`src/rtl/decode_stage_pkg.sv`:
```
// rtl/decode_stage_pkg.sv - shared field positions, illegal-opcode bound and state encoding
// Purpose: constants and types shared by decode_stage and instr_fields.
package decode_stage_pkg;

  localparam int INSTR_W = 16;

  // Field positions inside the 16-bit instruction word
  localparam int OPC_HI  = 15;
  localparam int OPC_LO  = 12;
  localparam int RD_HI   = 11;
  localparam int RD_LO   = 9;
  localparam int RS_HI   = 8;
  localparam int RS_LO   = 6;
  localparam int IMM_SEL = 5;
  localparam int IMM5_HI = 4;
  localparam int RT_HI   = 2;

  localparam logic [3:0] OPC_ILLEGAL_MIN = 4'd12;

  typedef enum logic [1:0] {
    ST_EMPTY = 2'd0,
    ST_ONE   = 2'd1,
    ST_TWO   = 2'd2
  } state_e;

endpackage

```
`src/rtl/decode_stage_instr_fields.sv`:
```
// rtl/decode_stage_instr_fields.sv - combinational split of one instruction word into decoded fields
// Ports:
//   instr            16-bit instruction word
//   opcode/rd/rs/rt  register and opcode fields
//   imm_sel, imm5    immediate select and raw 5-bit immediate
//   illegal          opcode at or above OPC_ILLEGAL_MIN
module instr_fields
  import decode_stage_pkg::*;
#(
  parameter logic [3:0] OPC_ILLEGAL_MIN = decode_stage_pkg::OPC_ILLEGAL_MIN
) (
  input  logic [INSTR_W-1:0] instr,
  output logic [3:0]         opcode,
  output logic [2:0]         rd,
  output logic [2:0]         rs,
  output logic [2:0]         rt,
  output logic               imm_sel,
  output logic [4:0]         imm5,
  output logic               illegal
);

  always_comb begin
    opcode  = instr[OPC_HI:OPC_LO];
    rd      = instr[RD_HI:RD_LO];
    rs      = instr[RS_HI:RS_LO];
    imm_sel = instr[IMM_SEL];
    // rt overlaps the low immediate bits; the consumer picks via imm_sel
    imm5    = instr[IMM5_HI:0];
    rt      = instr[RT_HI:0];
    illegal = (instr[OPC_HI:OPC_LO] >= OPC_ILLEGAL_MIN);
  end

endmodule

```
`src/rtl/decode_stage.sv`:
```
// rtl/decode_stage.sv - 2-entry skid-buffered instruction decode stage
// Ports:
//   clk, reset          clock, asynchronous active-high reset
//   in_instr/in_valid/in_ready    upstream word handshake (in_ready registered)
//   flush               synchronous discard of all held words
//   out_valid/out_ready downstream handshake
//   out_*               decoded fields of the oldest held word
//   decode_count        wrapping count of words handed downstream
module decode_stage
  import decode_stage_pkg::*;
#(
  parameter int         IW              = 16,
  parameter logic [3:0] OPC_ILLEGAL_MIN = decode_stage_pkg::OPC_ILLEGAL_MIN
) (
  input  logic          clk,
  input  logic          reset,
  input  logic [IW-1:0] in_instr,
  input  logic          in_valid,
  output logic          in_ready,
  input  logic          flush,
  output logic          out_valid,
  input  logic          out_ready,
  output logic [3:0]    out_opcode,
  output logic [2:0]    out_rd,
  output logic [2:0]    out_rs,
  output logic [2:0]    out_rt,
  output logic          out_imm_sel,
  output logic [4:0]    out_imm5,
  output logic          out_illegal,
  output logic [15:0]   decode_count
);

  state_e        state_q, state_d;
  logic [IW-1:0] head_q, head_d;
  logic [IW-1:0] skid_q, skid_d;
  logic          in_ready_q, in_ready_d;
  logic [15:0]   count_q, count_d;
  logic          accept;
  logic          handoff;

  assign in_ready     = in_ready_q;
  assign out_valid    = (state_q != ST_EMPTY);
  assign accept       = in_valid && in_ready_q;
  assign handoff      = out_valid && out_ready;
  assign decode_count = count_q;

  always_comb begin
    state_d = state_q;
    head_d  = head_q;
    skid_d  = skid_q;
    case (state_q)
      ST_EMPTY: begin
        if (accept) begin
          head_d  = in_instr;
          state_d = ST_ONE;
        end
      end
      ST_ONE: begin
        case ({accept, handoff})
          2'b10: begin
            skid_d  = in_instr;
            state_d = ST_TWO;
          end
          2'b01: state_d = ST_EMPTY;
          2'b11: head_d  = in_instr;
          default: state_d = ST_ONE;
        endcase
      end
      ST_TWO: begin
        // in_ready is low here, so only a hand-off can move the state
        if (handoff) begin
          head_d  = skid_q;
          state_d = ST_ONE;
        end
      end
      default: state_d = ST_EMPTY;
    endcase

    // Flush wins over accept and hand-off for the held words; the
    // hand-off itself still counts below.
    if (flush) begin
      state_d = ST_EMPTY;
    end

    // Registered ready: derived from the next state, never from out_ready
    in_ready_d = (state_d != ST_TWO);
    count_d    = count_q + {15'd0, handoff};
  end

  always_ff @(posedge clk or posedge reset) begin
    if (reset) begin
      state_q    <= ST_EMPTY;
      head_q     <= '0;
      skid_q     <= '0;
      in_ready_q <= 1'b0;
      count_q    <= 16'd0;
    end else begin
      state_q    <= state_d;
      head_q     <= head_d;
      skid_q     <= skid_d;
      in_ready_q <= in_ready_d;
      count_q    <= count_d;
    end
  end

  // Zero-cycle decode straight off the head register; head_q is cleared
  // by reset so every out_* field reads zero while reset is asserted.
  instr_fields #(
    .OPC_ILLEGAL_MIN(OPC_ILLEGAL_MIN)
  ) u_fields (
    .instr   (head_q),
    .opcode  (out_opcode),
    .rd      (out_rd),
    .rs      (out_rs),
    .rt      (out_rt),
    .imm_sel (out_imm_sel),
    .imm5    (out_imm5),
    .illegal (out_illegal)
  );

endmodule

```
`config.mk`:
```
export PLATFORM = sky130hd
export DESIGN_NAME = decode_stage
export DESIGN_NICKNAME = d
export VERILOG_FILES = /design/src/rtl/decode_stage_pkg.sv /design/src/rtl/decode_stage_instr_fields.sv /design/src/rtl/decode_stage.sv
export SDC_FILE = /design/constraint.sdc
export NUM_CORES = 1
export LEC_CHECK = 0
export CAP_MARGIN = 30
export CORE_ASPECT_RATIO = 1.2
export CORE_MARGIN = 2
export CORE_UTILIZATION = 43
export DETAILED_ROUTE_END_ITERATION = 16
export PLACE_DENSITY = 0.75
export SLEW_MARGIN = 20
export SYNTH_ARGS = -nofsm -noshare
export SYNTH_HDL_FRONTEND = slang
export SYNTH_SLANG_ARGS = --single-unit
```
`constraint.sdc`:
```
create_clock -name clk -period 2.12 [get_ports clk]
set_clock_uncertainty 0.15 [all_clocks]
set_input_delay 0.424 -clock clk [delete_from_list [all_inputs] [get_ports clk]]
set_output_delay 0.424 -clock clk [all_outputs]
set_load 0.05 [all_outputs]
```
==> flow_metrics.py, run 1 <==
metrics = {
    "detailed_routing": {
        "drt-total-wl_um": 4330,
        "drcViolationCount": 0,
        "vias": 1565,
        "via_per_inst": 5.06,
        "drt_iter0_markers": 24,
        "ant_nets": 0,
        "dr.pass1.iters": 4,
        "wl_per_cell_um": 14.0,
    },
    "placed_design": {
        "place_ws_ns": -0.128,
        "gp_congestion": 0.714,
        "portBuffers": 58,
        "dp_hpwl_um": 3130,
    },
    "die": {
        "start_util_pct": 45.2,
        "die_h_um": 83.5,
        "die_x_um": 70.3,
        "placementRows": 28,
        "die_area_um2": 5870,
        "boundaryPins": 59,
        "coreArea_um2": 5010,
    },
    "cts": {
        "clkTransAtPathRegs_ns": 0.10,
        "clockBufferDepth": 2,
        "cts_num_sinks": 51,
        "post-cts-setup-buffers": 0,
        "h-tree-depth": 2,
        "clkLatencyLatePin_ns": 0.31,
        "clock_tree.root_cell": "clkbuf_8",
        "cts_buffers": 5,
        "ctsHoldBuffers": 0,
        "cts_tree": "done",
    },
    "yosys": {
        "synthAdderAreaFrac_pct": 1.10,
        "synth_cells": 179,
        "postSynthAreaPerCell_um2": 12.7,
        "synth-simple-area-share_pct": 11.9,
        "synth_edf_count": 0,
        "synthXorXnorAreaFrac_pct": 5.41,
        "synth-compound-area-share_pct": 4.86,
        "synth_top_family_by_area": "multiplexers",
        "ys.flop_type": "dfrtp_1",
        "syn_nets": 202,
        "synthesis.area_um2": 2260,
        "synth_cell_types": 32,
        "synth-seq-cells": 51,
        "async_flop_share_pct": 100,
        "synth.area.mux_share_pct": 16.7,
        "synth-seq-area-share_pct": 56.4,
        "yosysWarnings": 0,
    },
    "final_layout": {
        "final_layout_size_suffix_gt1_share_pct": 21.3,
        "fin_nets": 271,
        "nFillCells": 415,
        "layout_common_cells": "51 x dfrtp_1, 35 x clkdlybuf4s50_1, 23 x buf_4, 17 x nor2_1",
        "antenna_cells": 0,
        "layout_commonest_cell": "dfrtp_1",
        "area_growth_pct": 36.4,
        "final_core_util_pct": 61.7,
    },
    "critical_path": {
        "crit_cells": 1,
        "ff2ff_path_depth": 7,
        "path_buf_inv": 1,
        "cp_max_fo": 3,
        "regToRegSetupSlack_ns": 0.17,
        "reg2reg_from": "state_q[0]$_DFF_PP0_",
        "cp-end-kind": "output pin",
        "max_stage_delay_ns": 0.81,
        "cp.required_ns": 1.55,
        "cp_slowest_cell": "clkdlybuf4s50_1",
        "path_delay_family": "buffers and inverters",
        "start_kind": "flop",
        "worstPathArrival_ns": 1.51,
        "rr_endpoint": "decode_count[7]$_DFF_PP0_",
        "critical_path_class": "reg -> out",
        "cp_cell_sequence": "clkdlybuf4s50_1",
    },
    "global_routing": {
        "grt_max_degree": 31,
        "grt-ovfl-total": 0,
        "grt_pass1_vias": 1572,
        "grtUsageTotal_pct": 16.1,
        "grt_pass1_wl_um": 7570,
        "antenna_found_initial": 0,
    },
    "status": {
        "status": "completed",
    },
    "pwr": {
        "p_per_area_nw_per_um2": 971,
        "vdd_drop_max_v": 0.000577,
        "p_leak_nw": 1.57,
    },
    "timing": {
        "rsz0062_at_grt": "false",
        "finalCritPeriodShare_pct": 98.2,
        "relSlewSlack_pct": 65.0,
        "slew_violations": 0,
        "worstMarginPinSlew_ns": 0.524,
        "hold_viol_final": 0,
        "fmax_mhz": 480,
        "setup_viol": 0,
        "fin_crit_ns": 2.08,
        "layout_setup_ws_ns": 0.0377,
    },
    "run": {
        "drv_cap": 0,
    },
    "worst_hold_path": {
        "holdCritPathClass": "in -> async",
    },
}
==> synth_stat cells, types with 2 or more instances <==
cell       n  share of area [%]
nor2_1    17                2.8
nand3b_1   2               0.66
and4_1     2               0.77
nand2_1    4               0.66
a21oi_1   16                3.5
nand3_1    9                2.0
mux2_4    10                6.6
nand4_1    2               0.55
xnor2_1   12                4.6
dfrtp_1   51                 56
xor2_1     2               0.77
mux2i_1   16                7.1
and2_1     2               0.55
ha_1       2                1.1
mux2_2     6                3.0
and3_1     4                1.1
clkbuf_1   3               0.50
buf_4      5                1.7
==> routing by layer <==
layer,vias up,share of wire (%),GRT usage [%]
met5,-,0,0
met4,0,1.3,4.72
li1,752,-,-
met3,7,7.8,5.31
met2,48,48,26.2
met1,758,43,20.4
==> sequential cells by signal, indices dropped and copies added, names as in the netlist <==
name          flops
in_ready          1
state_q           2
skid_q           16
decode_count     16
head_q           16
==> through the flow <==
step	setup TNS (ns)	cells	cell area (um2)	hold slack (ns)	total power [mW]
CTS	0	309	3060	0.239	3.03
floorplan	0	179	2270	0.330	2.00
global route	0	309	3090	0.250	3.14
detailed placement	-0.780	301	2960	0.327	2.35
finish	0	309	3090	0.235	3.00
global placement	-0.238	301	2960	0.315	2.33
==> cell families (layout without fill, tap and decap cells) <==
kind of cell               Yosys count  in the layout
AOI/OAI and AO/OA                   20             20
muxes                               32             32
xor gates and xnor gates            14             14
DFF                                 51             51
adders and majority gates            2              2
and+or+nand+nor                     48             48
buffers and inverters               12             82
==> repair_timing <==
item | CTS | global route
setup endpoints to repair | 3 | 10
resized for setup | 3 | 10
gates cloned | 0 | 0
endpoints found under the hold margin | 0 | 0
==> worst max path at each step <==
stage | slack (ns) | startpoint | end
floorplan | 0.04 | state_q[1]$_DFF_PP0_ | decode_count[15]$_DFF_PP0_
global placement | -0.04 | out_ready | decode_count[10]$_DFF_PP0_
detailed placement | -0.13 | out_ready | decode_count[10]$_DFF_PP0_
CTS | 0.01 | decode_count[14]$_DFF_PP0_ | decode_count[14]
global route | 0.000002 | decode_count[12]$_DFF_PP0_ | decode_count[12]
finish | 0.04 | decode_count[12]$_DFF_PP0_ | decode_count[12]
==> cell type report <==
type	instances	area [um2]	area share [%]
clock buffer	5	68.8	2.23
clock inverter	3	43.8	1.42
inverter	1	3.75	0.122
multi-input combinational	116	907	29.4
sequential	51	1280	41.3
tap	60	75.1	2.43
timing repair buffer	73	714	23.1
==> power by group <==
part / internal, mW / switching (mW) / total (mW)
registers: 1.17 / 0.137 / 1.30
clock network: 0.352 / 0.330 / 0.682
logic: 0.406 / 0.607 / 1.01
Power figures use the tool's default switching activity.
==> run 2: changes to the inputs <==
--- a/config.mk
+++ b/config.mk
@@ -6,11 +6,13 @@
 export NUM_CORES = 1
 export LEC_CHECK = 0
 export CAP_MARGIN = 30
+export CELL_PAD_IN_SITES_DETAIL_PLACEMENT = 1
+export CELL_PAD_IN_SITES_GLOBAL_PLACEMENT = 1
 export CORE_ASPECT_RATIO = 1.2
 export CORE_MARGIN = 2
-export CORE_UTILIZATION = 43
+export CORE_UTILIZATION = 34
 export DETAILED_ROUTE_END_ITERATION = 16
-export PLACE_DENSITY = 0.75
+export PLACE_DENSITY_LB_ADDON = 0.1
 export SLEW_MARGIN = 20
 export SYNTH_ARGS = -nofsm -noshare
 export SYNTH_HDL_FRONTEND = slang
==> flow_metrics.py, run 2 (synthesis results as in run 1) <==
metrics = {
    "final_layout": {
        "layout_common_cells": "50 x dfrtp_1, 36 x clkdlybuf4s50_1, 29 x buf_4, 17 x nor2_1",
        "stdcell_area_um2": 3060,
        "fin_nets": 269,
        "nFillCells": 690,
        "layout_commonest_cell": "dfrtp_1",
        "final_core_util_pct": 47.5,
        "final_layout_size_suffix_gt1_share_pct": 23.6,
        "antenna_cells": 0,
        "final_cells": 331,
        "area_growth_pct": 35.2,
    },
    "timing": {
        "fin_crit_ns": 2.07,
        "slew_violations": 0,
        "fmax_mhz": 482,
        "fin_setup_tns_ns": 0,
        "timing.hold.ws_ns": 0.343,
        "relSlewSlack_pct": 65.5,
        "worstMarginPinSlew_ns": 0.517,
        "hold_viol_final": 0,
        "finalCritPeriodShare_pct": 97.8,
        "setup_viol": 0,
        "rsz0062_at_grt": "false",
    },
    "detailed_routing": {
        "via_per_inst": 4.84,
        "ant_nets": 0,
        "dr.pass1.iters": 4,
        "drt-total-wl_um": 5170,
        "wl_per_cell_um": 15.6,
        "drcViolationCount": 0,
        "vias": 1603,
        "drt_iter0_markers": 35,
    },
    "cts": {
        "cts_tree": "done",
        "clkLatencyLatePin_ns": 0.30,
        "clockBufferDepth": 2,
        "cts_buffers": 5,
        "clock_tree.root_cell": "clkbuf_8",
        "h-tree-depth": 2,
        "cts_num_sinks": 51,
        "clkTransAtPathRegs_ns": 0.09,
    },
    "die": {
        "placementRows": 32,
        "die_area_um2": 7330,
        "die_h_um": 93.4,
        "die_x_um": 78.5,
        "coreArea_um2": 6450,
        "boundaryPins": 59,
        "start_util_pct": 35.1,
    },
    "critical_path": {
        "cp_cell_sequence": "clkdlybuf4s50_1",
        "path_delay_family": "buffers and inverters",
        "worstPathArrival_ns": 1.50,
        "start_kind": "flop",
        "cp.required_ns": 1.55,
        "cp_max_fo": 3,
        "cp-end-kind": "output pin",
        "max_stage_delay_ns": 0.81,
        "path_buf_inv": 1,
        "cp_slowest_cell": "clkdlybuf4s50_1",
        "critical_path_class": "reg -> out",
    },
    "placed_design": {
        "portBuffers": 58,
        "gp_congestion": 0.786,
        "place_area_um2": 2950,
        "dp.cells": 324,
        "dp_hpwl_um": 3860,
    },
    "global_routing": {
        "antenna_found_initial": 0,
        "grtUsageTotal_pct": 15.1,
        "grt_pass1_wl_um": 8740,
        "grt_max_degree": 52,
        "grt-ovfl-total": 0,
        "grt_pass1_vias": 1777,
    },
    "status": {
        "status": "completed",
    },
    "run": {
        "drv_cap": 0,
    },
    "worst_hold_path": {
        "holdCritPathClass": "in -> async",
    },
    "pwr": {
        "p_per_area_nw_per_um2": 979,
        "vdd_drop_max_v": 0.000503,
        "p_leak_nw": 1.48,
    },
}
run 2: worst paths after layout:
check | depth (start not counted) | slack [ns] | to | start
max reg2reg | 7 | 0.11 | decode_count[10]$_DFF_PP0_ | state_q[0]$_DFF_PP0_
max in group asynchronous | 3 | 1.24 | state_q[0]$_DFF_PP0_ | reset
min in group clk | 1 | 0.35 | decode_count[4]$_DFF_PP0_ | decode_count[4]$_DFF_PP0_
min reg2reg | 1 | 0.35 | decode_count[4]$_DFF_PP0_ | decode_count[4]$_DFF_PP0_
max | 1 | 0.05 | out_imm5[2] | head_q[2]$_DFFE_PP0P_
min | 3 | 0.34 | decode_count[3]$_DFF_PP0_ | reset
run 2: layout make-up:
class	instances	area, um2	share of cell area [%]
sequential	51	1280	41.7
multi-input combinational	116	907	29.6
timing repair buffer	71	664	21.7
tap	85	106	3.47
clock buffer	6	72.6	2.37
clock inverter	1	30.0	0.981
inverter	1	3.75	0.123
run 2: stage by stage:
step,setup slack [ns],power [mW]
finish,0.0466,3.00
global route,0.00314,3.14
CTS,0.0185,3.04
detailed placement,-0.154,2.37
global placement,-0.0565,2.34
floorplan,0.0390,2.00
run 2: what timing repair did:
item                       4_1_cts  5_1_grt
hold buffers                     0        0
gates resized for setup          1        4
setup buffers                    0        0
pin swaps                        0        0
setup endpoints to repair        1        5
cloned                           0        0
run 2: per-layer routing:
| layer | global-route usage [%] | share of wire (%) |
|---|---|---|
| met2 | 29.0 | 55 |
| met1 | 16.6 | 41 |
| met5 | 0 | 0 |
| met4 | 3.51 | 0.73 |
| met3 | 3.38 | 3.3 |
run 2: power breakdown:
group | leakage, nW | internal (mW) | switching, mW
sequential | 0.621 | 1.17 | 0.140
combinational | 0.807 | 0.412 | 0.619
clock | 0.0513 | 0.347 | 0.311
